### src/rtl/park_gate_ctrl.sv
// ============================================================================
// park_gate_ctrl
// ----------------------------------------------------------------------------
// Purpose:
//   Gate sequencer in front of the `park` occupancy counter. Turns raw
//   entry/exit sensor levels into clean one-cycle car_entered / car_exited
//   events. The university-car qualifier is held stable for at least one
//   cycle before and after each event pulse, so `park` always samples a
//   settled class. Entries are admitted only when `park` reports a free space
//   of the requested class and the hour lies in [OPEN_HOUR, CLOSE_HOUR).
//   Exits are always admitted. Both barriers are held open for OPEN_CYCLES.
//
//   Each side runs its own FSM: IDLE -> SETUP -> PULSE -> OPEN -> HOLD -> IDLE.
//   A refused entry goes from IDLE straight to HOLD with a one-cycle
//   entry_denied pulse. HOLD waits for the request level to drop, so a car
//   that keeps its sensor asserted generates only one event.
//
// Parameters:
//   OPEN_CYCLES  barrier-open duration in clocks (>= 1)
//   OPEN_HOUR    first hour (0-23) in which entries are admitted
//   CLOSE_HOUR   first hour (1-24) in which entries are refused
//
// Ports:
//   clk                   in   system clock, rising edge
//   rst_n                 in   synchronous active-low reset
//   entry_req             in   entry sensor level
//   entry_is_uni          in   class of waiting entry car (1 = university)
//   exit_req              in   exit sensor level
//   exit_is_uni           in   class of exiting car
//   hour[4:0]             in   current hour, values > 23 count as closed
//   uni_is_vacated_space  in   park: university space free
//   is_vacated_space      in   park: general space free
//   car_entered           out  one-cycle entry event
//   is_uni_car_entered    out  entry class qualifier
//   car_exited            out  one-cycle exit event
//   is_uni_car_exited     out  exit class qualifier
//   entry_gate_open       out  entry barrier drive
//   exit_gate_open        out  exit barrier drive
//   entry_denied          out  one-cycle refusal pulse
//
// Optional build macro:
//   PARK_GATE_STATS_EN    adds saturating 16-bit counters entries_ok,
//                         entries_denied and exits_ok (cleared by rst_n).
// ============================================================================
module park_gate_ctrl #(
  parameter int OPEN_CYCLES = 8,
  parameter int OPEN_HOUR   = 8,
  parameter int CLOSE_HOUR  = 22
) (
  input  logic        clk,
  input  logic        rst_n,
  input  logic        entry_req,
  input  logic        entry_is_uni,
  input  logic        exit_req,
  input  logic        exit_is_uni,
  input  logic [4:0]  hour,
  input  logic        uni_is_vacated_space,
  input  logic        is_vacated_space,
  output logic        car_entered,
  output logic        is_uni_car_entered,
  output logic        car_exited,
  output logic        is_uni_car_exited,
  output logic        entry_gate_open,
  output logic        exit_gate_open,
`ifdef PARK_GATE_STATS_EN
  output logic [15:0] entries_ok,
  output logic [15:0] entries_denied,
  output logic [15:0] exits_ok,
`endif
  output logic        entry_denied
);

  localparam int CNT_W = $clog2(OPEN_CYCLES + 1);
  // The counter is loaded on the PULSE->OPEN edge and OPEN ends on the edge
  // where it reads zero, so loading OPEN_CYCLES-1 gives OPEN_CYCLES cycles.
  localparam logic [CNT_W-1:0] CNT_LOAD = CNT_W'(OPEN_CYCLES - 1);
  localparam logic [CNT_W-1:0] CNT_ZERO = '0;
  localparam logic [CNT_W-1:0] CNT_ONE  = CNT_W'(1);

  typedef enum logic [2:0] {
    S_IDLE,
    S_SETUP,
    S_PULSE,
    S_OPEN,
    S_HOLD
  } state_t;

  // --------------------------------------------------------------------------
  // Admission check (combinational, only consulted in entry IDLE)
  // --------------------------------------------------------------------------
  logic w_hour_ok;
  logic w_space_ok;
  logic w_admit;

  // hour > 23 is refused even if CLOSE_HOUR were configured above 24.
  assign w_hour_ok  = (int'(hour) >= OPEN_HOUR) &&
                      (int'(hour) <  CLOSE_HOUR) &&
                      (int'(hour) <= 23);
  assign w_space_ok = entry_is_uni ? uni_is_vacated_space : is_vacated_space;
  assign w_admit    = w_hour_ok && w_space_ok;

  // --------------------------------------------------------------------------
  // Entry FSM
  // --------------------------------------------------------------------------
  state_t           r_en_state;
  logic [CNT_W-1:0] r_en_cnt;
  logic             r_car_entered;
  logic             r_is_uni_car_entered;
  logic             r_entry_gate_open;
  logic             r_entry_denied;

  always_ff @(posedge clk) begin
    if (!rst_n) begin
      r_en_state           <= S_IDLE;
      r_en_cnt             <= CNT_ZERO;
      r_car_entered        <= 1'b0;
      r_is_uni_car_entered <= 1'b0;
      r_entry_gate_open    <= 1'b0;
      r_entry_denied       <= 1'b0;
    end else begin
      // Event and refusal outputs are single-cycle by default.
      r_car_entered  <= 1'b0;
      r_entry_denied <= 1'b0;
      unique case (r_en_state)
        S_IDLE: begin
          if (entry_req) begin
            if (w_admit) begin
              // Class is captured here; later input changes are ignored.
              r_is_uni_car_entered <= entry_is_uni;
              r_en_state           <= S_SETUP;
            end else begin
              r_entry_denied <= 1'b1;
              r_en_state     <= S_HOLD;
            end
          end
        end
        S_SETUP: begin
          r_car_entered <= 1'b1;
          r_en_state    <= S_PULSE;
        end
        S_PULSE: begin
          r_entry_gate_open <= 1'b1;
          r_en_cnt          <= CNT_LOAD;
          r_en_state        <= S_OPEN;
        end
        S_OPEN: begin
          if (r_en_cnt == CNT_ZERO) begin
            r_entry_gate_open    <= 1'b0;
            r_is_uni_car_entered <= 1'b0;
            r_en_state           <= S_HOLD;
          end else begin
            r_en_cnt <= r_en_cnt - CNT_ONE;
          end
        end
        S_HOLD: begin
          if (!entry_req) begin
            r_en_state <= S_IDLE;
          end
        end
        default: begin
          r_en_state <= S_IDLE;
        end
      endcase
    end
  end

  // --------------------------------------------------------------------------
  // Exit FSM (same sequence, no admission check)
  // --------------------------------------------------------------------------
  state_t           r_ex_state;
  logic [CNT_W-1:0] r_ex_cnt;
  logic             r_car_exited;
  logic             r_is_uni_car_exited;
  logic             r_exit_gate_open;

  always_ff @(posedge clk) begin
    if (!rst_n) begin
      r_ex_state          <= S_IDLE;
      r_ex_cnt            <= CNT_ZERO;
      r_car_exited        <= 1'b0;
      r_is_uni_car_exited <= 1'b0;
      r_exit_gate_open    <= 1'b0;
    end else begin
      r_car_exited <= 1'b0;
      unique case (r_ex_state)
        S_IDLE: begin
          if (exit_req) begin
            r_is_uni_car_exited <= exit_is_uni;
            r_ex_state          <= S_SETUP;
          end
        end
        S_SETUP: begin
          r_car_exited <= 1'b1;
          r_ex_state   <= S_PULSE;
        end
        S_PULSE: begin
          r_exit_gate_open <= 1'b1;
          r_ex_cnt         <= CNT_LOAD;
          r_ex_state       <= S_OPEN;
        end
        S_OPEN: begin
          if (r_ex_cnt == CNT_ZERO) begin
            r_exit_gate_open    <= 1'b0;
            r_is_uni_car_exited <= 1'b0;
            r_ex_state          <= S_HOLD;
          end else begin
            r_ex_cnt <= r_ex_cnt - CNT_ONE;
          end
        end
        S_HOLD: begin
          if (!exit_req) begin
            r_ex_state <= S_IDLE;
          end
        end
        default: begin
          r_ex_state <= S_IDLE;
        end
      endcase
    end
  end

`ifdef PARK_GATE_STATS_EN
  // --------------------------------------------------------------------------
  // Saturating event statistics
  // --------------------------------------------------------------------------
  function automatic logic [15:0] sat_inc(input logic [15:0] v);
    return (v == 16'hFFFF) ? v : v + 16'd1;
  endfunction

  logic [15:0] r_entries_ok;
  logic [15:0] r_entries_denied;
  logic [15:0] r_exits_ok;

  // Counters sample the registered pulses, so each count lands on the edge
  // that ends the pulse cycle.
  always_ff @(posedge clk) begin
    if (!rst_n) begin
      r_entries_ok     <= 16'd0;
      r_entries_denied <= 16'd0;
      r_exits_ok       <= 16'd0;
    end else begin
      if (r_car_entered)  r_entries_ok     <= sat_inc(r_entries_ok);
      if (r_entry_denied) r_entries_denied <= sat_inc(r_entries_denied);
      if (r_car_exited)   r_exits_ok       <= sat_inc(r_exits_ok);
    end
  end

  assign entries_ok     = r_entries_ok;
  assign entries_denied = r_entries_denied;
  assign exits_ok       = r_exits_ok;
`endif

  // --------------------------------------------------------------------------
  // Outputs
  // --------------------------------------------------------------------------
  assign car_entered        = r_car_entered;
  assign is_uni_car_entered = r_is_uni_car_entered;
  assign entry_gate_open    = r_entry_gate_open;
  assign entry_denied       = r_entry_denied;
  assign car_exited         = r_car_exited;
  assign is_uni_car_exited  = r_is_uni_car_exited;
  assign exit_gate_open     = r_exit_gate_open;

endmodule

### config.mk
export PLATFORM = sky130hd
export DESIGN_NAME = park_gate_ctrl
export DESIGN_NICKNAME = d
export VERILOG_FILES = /design/src/rtl/park_gate_ctrl.sv
export SDC_FILE = /design/constraint.sdc
export NUM_CORES = 1
export LEC_CHECK = 0
export CORE_ASPECT_RATIO = 1.75
export CORE_MARGIN = 2
export CORE_UTILIZATION = 28
export DETAILED_ROUTE_END_ITERATION = 16
export PLACE_DENSITY = 0.49
export RECOVER_POWER = 25
export SYNTH_ARGS = -nofsm -noshare
export SYNTH_HDL_FRONTEND = slang
export SYNTH_SLANG_ARGS = --single-unit
export TNS_END_PERCENT = 1
### constraint.sdc
create_clock -name clk -period 5.12 [get_ports clk]
set_clock_uncertainty 0.2 [all_clocks]
set_input_delay 1.536 -clock clk [delete_from_list [all_inputs] [get_ports clk]]
set_output_delay 1.536 -clock clk [all_outputs]
set_load 0.03 [all_outputs]
Word level (Yosys, flattened, before mapping):

Index checks and enable logic that the tools add are counted.
W data, S select, Z words.

* flip-flop bits (word level): 21
* output and inout port bits: 7
* memories: 0
* RAM bits: 0
* latch bits: 0
* memory bits (read-only): 0

* equality and inequality tests: 17
* $mul: 0
* shift-type cells: 0
* divide/modulo/power cells: 0
* $add $sub $neg: 2
* reduce and logical (&&, ||, !) cells: 20
* bitwise logic cells: 0
* magnitude comparators: 3
* mux-type cells: 26

Operator list (count)
* $pmux W3 S5: 2
* $mux W3: 7
* $ne A2 B2 Y1 const B: 9
* $pmux W4 S2: 2
* $eq A3 B2 Y1 const B: 4
* $reduce_and A3 Y1: 4
* $mux W1: 9
* $logic_not A4 Y1: 2
* $mux W4: 2
* $pmux W1 S2: 4
* $reduce_and A2 Y1: 4
* $reduce_bool A2 Y1: 4
* $sub A4 B1 Y4 const B: 2
* $eq A3 B1 Y1 const B: 2
* $eq A3 B3 Y1 const B: 2
* $logic_not A3 Y1: 2
* $ge A5 B4 Y1 const B: 1
* $le A5 B5 Y1 const B: 1
* $lt A5 B5 Y1 const B: 1
* $reduce_and A4 Y1: 1
* $logic_and A1 B1 Y1: 3

Depth between registers and ports, before layout:

* depth in word-level cells: 7
* gate-level depth with buffers: 7
* mapped depth without buffers: 6

Worst setup path after synthesis:

OpenSTA, ideal clock, no wires.

* path type: input to register
* start: input hour[1]
* end: register r_en_state[2]
* stages on the path: 4
* setup slack: 2.512 ns
* path buffers: 0
* data arrival time: 2.291 ns
* setup time: 0.116 ns
* path through: a21o_1 -> a211oi_2 -> a21boi_0 -> o211a_1

* cells in the longest elaborated chain, start to end: 7
* elaborated cells on any way between the ends: 9
* classes of those cells: 3 x order compare; 3 x mux; 3 x reduce/logical

Ends and longest elaborated chain
* from (decl): line 56 `input logic [4:0] hour,`
* $ge A5 B4 Y1 or $lt A5 B5 Y1 (tied branches): line 96, 97
* $logic_and A1 B1 Y1: line 96 `assign w_hour_ok = (int'(hour) >= OPEN_HOUR) &&`
* $logic_and A1 B1 Y1 (*): line 97 `(int'(hour) < CLOSE_HOUR) &&`
* $logic_and A1 B1 Y1 (*): line 100 `assign w_admit = w_hour_ok && w_space_ok;`
* $mux W3 (*): line 127 `if (w_admit) begin`
* $mux W3 (*): line 126 `if (entry_req) begin`
* $pmux W3 S5 (*): line 124 `unique case (r_en_state)`
* to (signal assigned): line 130 `r_en_state <= S_SETUP;`
* to (signal assigned): line 133 `r_en_state <= S_HOLD;`
* to (signal assigned): line 139 `r_en_state <= S_PULSE;`
* to (decl): line 105 `state_t r_en_state;`

Mark *: on every way between the ends. The rest lies on a longest branch, timed or not. The select of a mux whose other input is x is not followed.
A chain may end at the register's enable or synchronous reset.

Final worst setup path:

* start: input hour[3]
* end: register r_en_state[2]

Same word-level chain as after synthesis.

==> results.md <==
- Initial Util: 0.2864
- Clock latency on the worst-skew pair: 260 ps
- Nature of the critical path endpoint: register
- Fin crit share: 0.5998
- Drt pass-1 iters: 2
- Port bufs: 18
- Most common cell in the netlist: dfxtp_1
- Yosys warns: 0
- Top area cells in the synthesized netlist: dfxtp_1, nor2_1, a21oi_1
- Placed Cells: 176
- 1st-iter DRT viols: 6
- Root cell of the clock tree: clkbuf_8
- Clock sink total: 21
- Maximum fanout along the worst path: 4
- Final hold vios: 0
- Clk slew on worst S/H paths: 80 ps
- Non-Filler Instances: 180
- Final #Nets: 150
- HP Start: is_uni_car_entered$_SDFFE_PN0P_
- Gr usage total: 0.1185
- Final count of negative-setup-slack endpoints: 0
- Post-synthesis sequential area ratio: 0.4128
- Max Cap Viol: 0
- ANT cells: 0
- Mapped Nets: 134
- Layout cells sized above 1: 0.05224
- Core Region: 3556 um^2
- Leak: 0.4648 nW
- WP data arrival: 3030 ps
- Worst-Margin Slew: 540.9 ps
- Vias in the first global route: 916
- Post-DR wirelength/cell: 12.52 um
- CTS H-tree lvls: 1
- FF+latch count, synth: 21
- TritonCTS clock tree: done
- Register-to-Register Path Depth: 6
- Area growth, synth to finish: 23.59%
- Synth cell count leaders: dfxtp_1, nor2_1, a21oi_1, nand2_1, nor3_1
- Final TNS setup: 0 ps
- Largest net degree at the start of global routing: 17
- Synth Cell Area: 1018 um^2
- Pins Over Slew Limit: 0
- Rows: 29
- Chip width: 49.59 um
- Die H: 83.79 um
- # DRC: 0
- PwrDens: 311.0 nW/um^2
- Post-DRT Antenna Nets: 0
- Worst Hold End: is_uni_car_entered$_SDFFE_PN0P_
- Post-CTS Setup Bufs: 0
- RSZ-0062 raised after global routing: false
- Worst min-delay path category: register to register
- Critical path type: primary input to register
- Final wirelength: 2254 um
- Mean post-synth cell area: 8.559 um^2
- WP data required: 5080 ps
- Commonest register cell after synthesis: dfxtp_1
- Yosys top cell by area: dfxtp_1
- Yosys top cell area share: 0.4128
- FMAX: 0.3256 GHz
- HPWL after DPL: 1708 um
- Reg-to-Reg End: is_uni_car_entered$_SDFFE_PN0P_
- # resized after CTS: 0
- First-pass GRT wire length: 3815 um
- Die area: 4155 um^2
- FF-to-FF setup slack: 3290 ps
- IO Pins: 20
- Longest Clk Path Bufs: 2
- Yosys cell types: 39
- Final min period: 3071 ps
- Initial antenna violation count: 0
- Worst setup margin: 2049 ps
- Power Total: 0.0003915 W
- Post-DR vias/cell: 4.956
- CTS Hold Bufs: 0
- Asr flop ratio synth: 0
- VDD IR max: 0.1437 mV
- TritonCTS Buffers: 3
- Via count: 892
- Placed cell area: 1217 um^2
- Hold path cells: 2
- Number of synthesized flops with an enable pin: 0
- Final instance area: 1259 um^2
- Reg2reg start: r_en_cnt[0]$_SDFFE_PN0P_
- Final Wtd Congestion: 0.8383
- Mapped Cells: 119
- Relative slew slack: 0.6372
- Outcome: completed
- Startpoint class of the critical path: primary input
- Worst slack, placed: 1939 ps
- Remaining Overflow, GRT: 0
==> state kept, by name, indices dropped and copies added, names as in the netlist <==
| signal | cells |
|---|---|
| r_en_state | 3 |
| r_ex_cnt | 4 |
| is_uni_car_exited | 1 |
| car_exited | 1 |
| r_ex_state | 3 |
| entry_denied | 1 |
| exit_gate_open | 1 |
| car_entered | 1 |
| entry_gate_open | 1 |
| is_uni_car_entered | 1 |
| r_en_cnt | 4 |
==> layout by cell type, fill, tap and decap left out, types with 3 or more instances in the layout <==
cell	count
nand2_1	8
nand3_1	3
clkbuf_8	3
dfxtp_1	21
o21ai_0	3
clkdlybuf4s50_1	17
a21oi_1	8
nor2_1	14
nor4b_1	3
inv_1	6
a211oi_1	5
nor3_1	8
==> worst max-delay path: stages <==
cell	delay (ps)
clkdlybuf4s50_1	420
a21o_1	160
a211oi_1	490
a21boi_0	190
o211a_1	230
==> kinds of logic (layout without fill, tap and decap cells) <==
kind of cell / Yosys count / after routing / share of synthesized area
buffers and inverters: 13 / 28 / 0.06020
DFF: 21 / 21 / 0.4128
xor gates and xnor gates: 4 / 4 / 0.03440
AOI/OAI and AO/OA: 25 / 25 / 0.1720
adders and majority gates: 2 / 2 / 0.02457
and+or+nand+nor: 52 / 52 / 0.2764
muxes: 2 / 2 / 0.01966
==> routing by layer <==
layer | track usage | wire, um | up-vias
li1 | - | - | 448
met5 | 0 | 0 | -
met2 | 0.2255 | 1207 | 21
met1 | 0.1044 | 867 | 416
met4 | 0.08333 | 76 | 0
met3 | 0.02330 | 102 | 7
==> final cells by class <==
type	count	area (um^2)
multi-input combinational	85	531.8
sequential	21	420.4
inverter	6	22.52
clock buffer	3	41.29
timing repair buffer	18	180.2
clock inverter	1	5.005
fill	401	2297
tap	46	57.56
==> per-stage QoR <==
step                hold slack [ps]    util
floorplan                     257.6       -
global route                  286.9  0.3540
global placement              250.3  0.3424
CTS                           263.3  0.3554
detailed placement            253.4  0.3424
finish                        257.6  0.3540
==> worst max-delay path by stage <==
stage	slack, ps	start	cells after the start	endpoint
floorplan	2510	hour[1]	4	r_en_state[2]$_SDFFE_PN0P_
global placement	1930	rst_n	3	car_exited$_SDFF_PN0_
detailed placement	1940	hour[3]	5	r_en_state[2]$_SDFFE_PN0P_
CTS	2100	is_uni_car_exited$_SDFFE_PN0P_	1	is_uni_car_exited
global route	1980	hour[3]	5	r_en_state[2]$_SDFFE_PN0P_
finish	2050	hour[3]	5	r_en_state[2]$_SDFFE_PN0P_
==> power by group <==
part / total, W / internal, W / switching, W / leakage [nW]
logic: 0.0000874 / 0.0000426 / 0.0000448 / 0.268
clock network: 0.000111 / 0.0000543 / 0.0000566 / 0.0255
registers: 0.000193 / 0.000177 / 0.0000159 / 0.171
total: 0.000391 / 0.000274 / 0.000117 / 0.465
Note: power is estimated with default switching activity, not from simulation.
